$ cat config.mk
export PLATFORM = sky130hd
export DESIGN_NAME = led_breathe_pwm
export DESIGN_NICKNAME = d
export VERILOG_FILES = /design/src/rtl/led_breathe_pwm.sv
export SDC_FILE = /design/constraint.sdc
export NUM_CORES = 1
export LEC_CHECK = 0
export ABC_AREA = 1
export CAP_MARGIN = 40
export CORE_MARGIN = 5
export CORE_UTILIZATION = 60
export DETAILED_ROUTE_END_ITERATION = 16
export MAX_ROUTING_LAYER = met4
export PLACE_DENSITY = 0.8
export SLEW_MARGIN = 10
export SYNTH_ARGS = -nofsm -noshare
export SYNTH_HDL_FRONTEND = slang
export SYNTH_SLANG_ARGS = --single-unit
$ cat constraint.sdc
create_clock -name clk -period 2.56 [get_ports clk]
set_input_delay 0.512 -clock clk [delete_from_list [all_inputs] [get_ports clk]]
set_output_delay 0.512 -clock clk [all_outputs]
set_load 0.005 [all_outputs]
$ cat src/rtl/led_breathe_pwm.sv
// led_breathe_pwm
//   PWM brightness stage for one LED. Produces breathing (triangle ramp with
//   holds at top and bottom), solid-on and blink patterns. The PWM comparator
//   only picks up a new duty at the counter wrap, so no period mixes two duties.
//
// Ports
//   clk        system clock
//   rst_n      asynchronous active-low reset (synchronous release upstream)
//   en         block enable
//   mode       pattern select: 0 off, 1 solid, 2 breathe, 3 blink
//   led        registered PWM LED drive
//   duty       duty currently applied to the PWM comparator
//   state      FSM state: IDLE=0, UP=1, TOP=2, DOWN=3, BOT=4
//   step_tick  one-cycle pulse per brightness step
module led_breathe_pwm #(
  parameter int unsigned PWM_BITS    = 8,
  parameter int unsigned STEP_CYCLES = 48828,
  parameter int unsigned HOLD_STEPS  = 64,
  parameter int unsigned BLINK_STEPS = 128
) (
  input  logic                clk,
  input  logic                rst_n,
  input  logic                en,
  input  logic [1:0]          mode,
  output logic                led,
  output logic [PWM_BITS-1:0] duty,
  output logic [2:0]          state,
  output logic                step_tick
);

  // Counter widths. The hold counter serves both the breathe holds and the
  // blink half-period, so it is sized for the larger of the two.
  localparam int unsigned PrescW  = (STEP_CYCLES > 1) ? $clog2(STEP_CYCLES) : 1;
  localparam int unsigned HoldMax = (HOLD_STEPS > BLINK_STEPS) ? HOLD_STEPS : BLINK_STEPS;
  localparam int unsigned HoldW   = (HoldMax > 1) ? $clog2(HoldMax) : 1;

  localparam logic [PWM_BITS-1:0] DutyMax   = '1;
  localparam logic [PWM_BITS-1:0] DutyZero  = '0;
  localparam logic [PWM_BITS-1:0] DutyOne   = PWM_BITS'(1);
  localparam logic [PrescW-1:0]   PrescLast = PrescW'(STEP_CYCLES - 1);
  localparam logic [PrescW-1:0]   PrescOne  = PrescW'(1);
  localparam logic [HoldW-1:0]    HoldLast  = HoldW'(HOLD_STEPS - 1);
  localparam logic [HoldW-1:0]    BlinkLast = HoldW'(BLINK_STEPS - 1);
  localparam logic [HoldW-1:0]    HoldOne   = HoldW'(1);

  localparam logic [1:0] ModeOff     = 2'd0;
  localparam logic [1:0] ModeSolid   = 2'd1;
  localparam logic [1:0] ModeBreathe = 2'd2;
  localparam logic [1:0] ModeBlink   = 2'd3;

  typedef enum logic [2:0] {
    StIdle = 3'd0,
    StUp   = 3'd1,
    StTop  = 3'd2,
    StDown = 3'd3,
    StBot  = 3'd4
  } state_e;

  state_e              state_q;
  logic [PWM_BITS-1:0] pwm_cnt_q;
  logic [PWM_BITS-1:0] duty_q;
  logic [PWM_BITS-1:0] duty_next_q;
  logic [PrescW-1:0]   presc_q;
  logic [HoldW-1:0]    hold_q;
  logic [1:0]          mode_q;
  logic                led_q;

  logic run;
  logic mode_chg;
  logic presc_active;
  logic tick;
  logic pwm_wrap;
  logic solid_on;

  assign run = en && (mode != ModeOff);

  // A mode change only matters once the FSM has left IDLE; entering from
  // IDLE always goes straight to the start state of the selected mode.
  assign mode_chg = run && (state_q != StIdle) && (mode != mode_q);

  // Only breathe and blink step; a pending mode change (or disable) beats a
  // tick landing in the same cycle.
  assign presc_active = run && mode[1] && !mode_chg;
  assign tick         = presc_active && (presc_q == PrescLast);

  assign pwm_wrap = (pwm_cnt_q == DutyMax);
  assign solid_on = run && !mode_chg && (mode == ModeSolid) && (state_q == StTop);

  assign led       = led_q;
  assign duty      = duty_q;
  assign state     = state_q;
  assign step_tick = tick;

  // PWM counter, duty latch and LED compare. Free-runs out of reset
  // regardless of en.
  always_ff @(posedge clk or negedge rst_n) begin
    if (!rst_n) begin
      pwm_cnt_q <= '0;
      duty_q    <= '0;
      led_q     <= 1'b0;
    end else begin
      pwm_cnt_q <= pwm_cnt_q + DutyOne;
      // duty_next_q is the pre-edge value: a step landing on the wrap edge
      // shows up at the following wrap.
      if (pwm_wrap) begin
        duty_q <= duty_next_q;
      end
      led_q <= solid_on || (pwm_cnt_q < duty_q);
    end
  end

  // Prescaler and pattern FSM.
  always_ff @(posedge clk or negedge rst_n) begin
    if (!rst_n) begin
      state_q     <= StIdle;
      duty_next_q <= '0;
      presc_q     <= '0;
      hold_q      <= '0;
      mode_q      <= ModeOff;
    end else begin
      mode_q <= mode;

      if (!presc_active) begin
        presc_q <= '0;
      end else if (tick) begin
        presc_q <= '0;
      end else begin
        presc_q <= presc_q + PrescOne;
      end

      if (!run || mode_chg) begin
        state_q     <= StIdle;
        duty_next_q <= '0;
        hold_q      <= '0;
      end else begin
        unique case (state_q)
          StIdle: begin
            hold_q <= '0;
            unique case (mode)
              ModeSolid: begin
                state_q     <= StTop;
                duty_next_q <= DutyMax;
              end
              ModeBreathe: begin
                state_q     <= StUp;
                duty_next_q <= DutyZero;
              end
              ModeBlink: begin
                state_q     <= StTop;
                duty_next_q <= DutyMax;
              end
              default: begin
                state_q     <= StIdle;
                duty_next_q <= DutyZero;
              end
            endcase
          end

          StUp: begin
            if (tick) begin
              if (duty_next_q == DutyMax) begin
                state_q <= StTop;
                hold_q  <= '0;
              end else begin
                duty_next_q <= duty_next_q + DutyOne;
              end
            end
          end

          StDown: begin
            if (tick) begin
              if (duty_next_q == DutyZero) begin
                state_q <= StBot;
                hold_q  <= '0;
              end else begin
                duty_next_q <= duty_next_q - DutyOne;
              end
            end
          end

          // TOP/BOT: breathe holds then ramps the other way; blink toggles
          // between full and zero. Solid never ticks, so it rests in TOP.
          StTop, StBot: begin
            if (tick) begin
              if (mode == ModeBlink) begin
                if (hold_q == BlinkLast) begin
                  hold_q      <= '0;
                  state_q     <= (state_q == StTop) ? StBot : StTop;
                  duty_next_q <= (state_q == StTop) ? DutyZero : DutyMax;
                end else begin
                  hold_q <= hold_q + HoldOne;
                end
              end else begin
                if (hold_q == HoldLast) begin
                  hold_q  <= '0;
                  state_q <= (state_q == StTop) ? StDown : StUp;
                end else begin
                  hold_q <= hold_q + HoldOne;
                end
              end
            end
          end

          default: begin
            state_q     <= StIdle;
            duty_next_q <= '0;
            hold_q      <= '0;
          end
        endcase
      end
    end
  end

endmodule

==> results.json <==
{
  "synthXorXnorAreaFrac_pct": 3.90,
  "status": "completed",
  "fmax_mhz": 410,
  "ys_warn_count": 0,
  "core_area_um2": 5470,
  "setup_viol_count_final": 0,
  "std_cell_rows": 27,
  "p_leak_nw": 1.90,
  "hold_path_class": "input pin to asynchronous set/reset pin",
  "multi_input_area_um2": 1790,
  "synthTopCellsByArea": "dfrtp_1, nand2_1, inv_1",
  "grt_pass1_vias": 2887,
  "htreeDepth": 2,
  "finalCritPeriodShare_pct": 95.3,
  "fin_skew_ns": 0.0113,
  "grt.overflow.total": 0,
  "yosysSeqAreaShare_pct": 39.4,
  "synth_mux_area_share_pct": 0,
  "synth_top_family_by_area": "simple AND/OR/NAND/NOR gates",
  "hold_buffers": 0,
  "route.detailed.drc": 0,
  "cp_data_arrival_time_ns": 1.93,
  "final.min_clock_period_ns": 2.44,
  "required_ns": 2.05,
  "yosysMostFrequentCell": "nand2_1",
  "drive_above_1_share_pct": 11.3,
  "via_count": 2881,
  "die_y_um": 84.9,
  "clockRootBuffer": "clkbuf_8",
  "numCtsBuffers": 5,
  "die-area_um2": 7210,
  "ys_ff_latch": 53,
  "finalHoldViolCount": 0,
  "tightest_slew_ns": 0.533,
  "grt_pass1_wl_um": 12400,
  "synthAdderAreaFrac_pct": 6.91,
  "syn-cell-area_um2": 3370,
  "post-place-ws_ns": -0.0624,
  "gp_congestion": 0.872,
  "path_max_fanout": 3,
  "initial_core_util_pct": 61.6,
  "postSynthAreaPerCell_um2": 7.45,
  "cts.sinks": 53,
  "antenna_found_initial": 1,
  "ios": 18,
  "synth_top_area_share_pct": 39.4,
  "synthSimpleGateAreaFrac_pct": 33.0,
  "drtAntennaViolNets": 0,
  "yosysTopAreaCell": "dfrtp_1",
  "first_pass_iters": 4,
  "endpoint_kind": "primary output",
  "hpwlAfterDp_um": 5050,
  "power.density_nw_per_um2": 515,
  "port-buffer-count": 17,
  "grt_max_degree": 54,
  "path_class": "input pin to primary output",
  "p_total_mw": 1.97,
  "maxSlewViolCount": 0,
  "relSlewSlack_pct": 64.4,
  "die-width_um": 84.9,
  "clockBufferDepth": 2,
  "seq_area_um2": 1330,
  "setup_slack_ns": 0.120,
  "grt_use_total_pct": 21.2,
  "synth-compound-area-share_pct": 8.47,
  "synth_edf_count": 0,
  "ys_async_sr_fraction_pct": 100,
  "grt_setup_unrepaired": "true",
  "syn-num-nets": 475,
  "cap_violations": 0,
  "synth_common_cells": "nand2_1, inv_1, dfrtp_1",
  "cts_tree": "yes",
  "area_delta_synth_final_pct": 13.4,
  "wl_per_cell_um": 12.0,
  "vias_per_cell": 5.16,
  "drt_iter0_drc": 148,
  "wirelength_um": 6700,
  "ys.flop_type": "dfrtp_1",
  "n_fill_cell": 449,
  "synth_cell_types": 36,
  "insertion_delay_ns": 0.31,
  "clk_pin_slew_ns": 0.10,
  "ir_worst_vdd_uv": 282,
  "nNetsFinal": 507,
  "cp-start-kind": "input pin",
  "synthCells": 452
}
report_power, final:
part / leakage (nW) / internal, mW / total, mW / switching, mW
Combinational: 1.14 / 0.184 / 0.516 / 0.332
Clock: 0.0478 / 0.223 / 0.501 / 0.278
Sequential: 0.715 / 0.880 / 0.948 / 0.0684
flip-flops by register name, summed over array words and instances (netlist names):
signal / cells
presc_q: 16
hold_q: 7
led: 1
state: 3
pwm_cnt_q: 8
mode_q: 2
duty: 8
duty_next_q: 8
metrics by stage:
stage	cells	utilization (%)	setup TNS [ns]	hold WS (ns)	area [µm²]
2_1_floorplan	452	-	0	0.216	3370
3_3_place_gp	548	67.4	0	0.454	3690
3_5_place_dp	548	67.4	-0.0624	0.464	3690
4_1_cts	556	69.2	0	0.191	3780
5_1_grt	558	69.8	-0.0168	0.192	3820
6_report	558	69.8	0	0.170	3820
area by class of cell:
| class | count | share of cell area, % |
|---|---|---|
| multi-input combinational | 330 | 46.8 |
| inverter | 64 | 6.35 |
| antenna | 1 | 0.0655 |
| clock inverter | 2 | 0.426 |
| sequential | 53 | 34.7 |
| timing repair buffer | 30 | 7.14 |
| tap | 72 | 2.36 |
| clock buffer | 6 | 2.16 |
layout by cell type, fill, tap and decap left out, types with 2 or more instances in the layout:
master / netlist / routed
nand3_4: 2 / 2
nand2_4: 2 / 2
nand3b_1: 3 / 3
nor2_2: 4 / 3
o21ai_2: 6 / 6
inv_1: 59 / 59
nand4_1: 9 / 9
nor3_1: 4 / 4
buf_4: 1 / 12
ha_1: 17 / 16
or2_2: 2 / 2
dfrtp_1: 53 / 53
clkbuf_8: 0 / 6
xnor2_1: 5 / 5
o21ai_0: 12 / 12
nor2_1: 51 / 50
nand2_2: 4 / 4
o21ai_1: 3 / 3
xor2_1: 10 / 10
inv_2: 4 / 4
nand3_1: 32 / 32
dlygate4sd2_1: 0 / 2
a21oi_1: 21 / 21
nor3b_1: 2 / 2
clkdlybuf4s50_1: 0 / 14
nand2_1: 132 / 132
nor2_4: 1 / 3
repair_timing:
action	4_1_cts	5_1_grt
endpoints found under the setup margin	1	2
pin swaps	0	1
buffers inserted	0	1
gates resized for setup	2	5
path summary, 6_finish.rpt:
check / start / to / slack (ns) / cells after the start
max: en / step_tick / 0.12 / 6
min: rst_n / pwm_cnt_q[1]$_DFF_PN0_ / 0.17 / 2
max reg2reg: state[0]$_DFFE_PN0P_ / duty_next_q[7]$_DFFE_PN0P_ / 0.41 / 11
min reg2reg: pwm_cnt_q[0]$_DFF_PN0_ / pwm_cnt_q[0]$_DFF_PN0_ / 0.48 / 1
max in group asynchronous: rst_n / hold_q[4]$_DFFE_PN0P_ / 2.14 / 2
min in group clk: pwm_cnt_q[0]$_DFF_PN0_ / pwm_cnt_q[0]$_DFF_PN0_ / 0.48 / 1
metal layers:
metal	GRT usage, %	vias up	wire (µm)
met5	-	-	0
met4	5.04	0	81
met3	3.50	6	195
met2	35.1	42	3190
met1	27.1	1326	3230
li1	-	1507	-
kinds of logic after synthesis:
group | count (synthesis)
simple gates | 250
buf+inv | 69
flops | 53
compound gates | 47
fa+ha+maj | 18
xor+xnor | 15
worst max-delay path, cell delays in order:
cell and delay [ns]:
clkdlybuf4s50_1 0.48, o21ai_1 0.10, nor2_1 0.18, nand3_2 0.10, inv_1 0.06, clkdlybuf4s50_1 0.50
(Power assumes the default switching activity.)
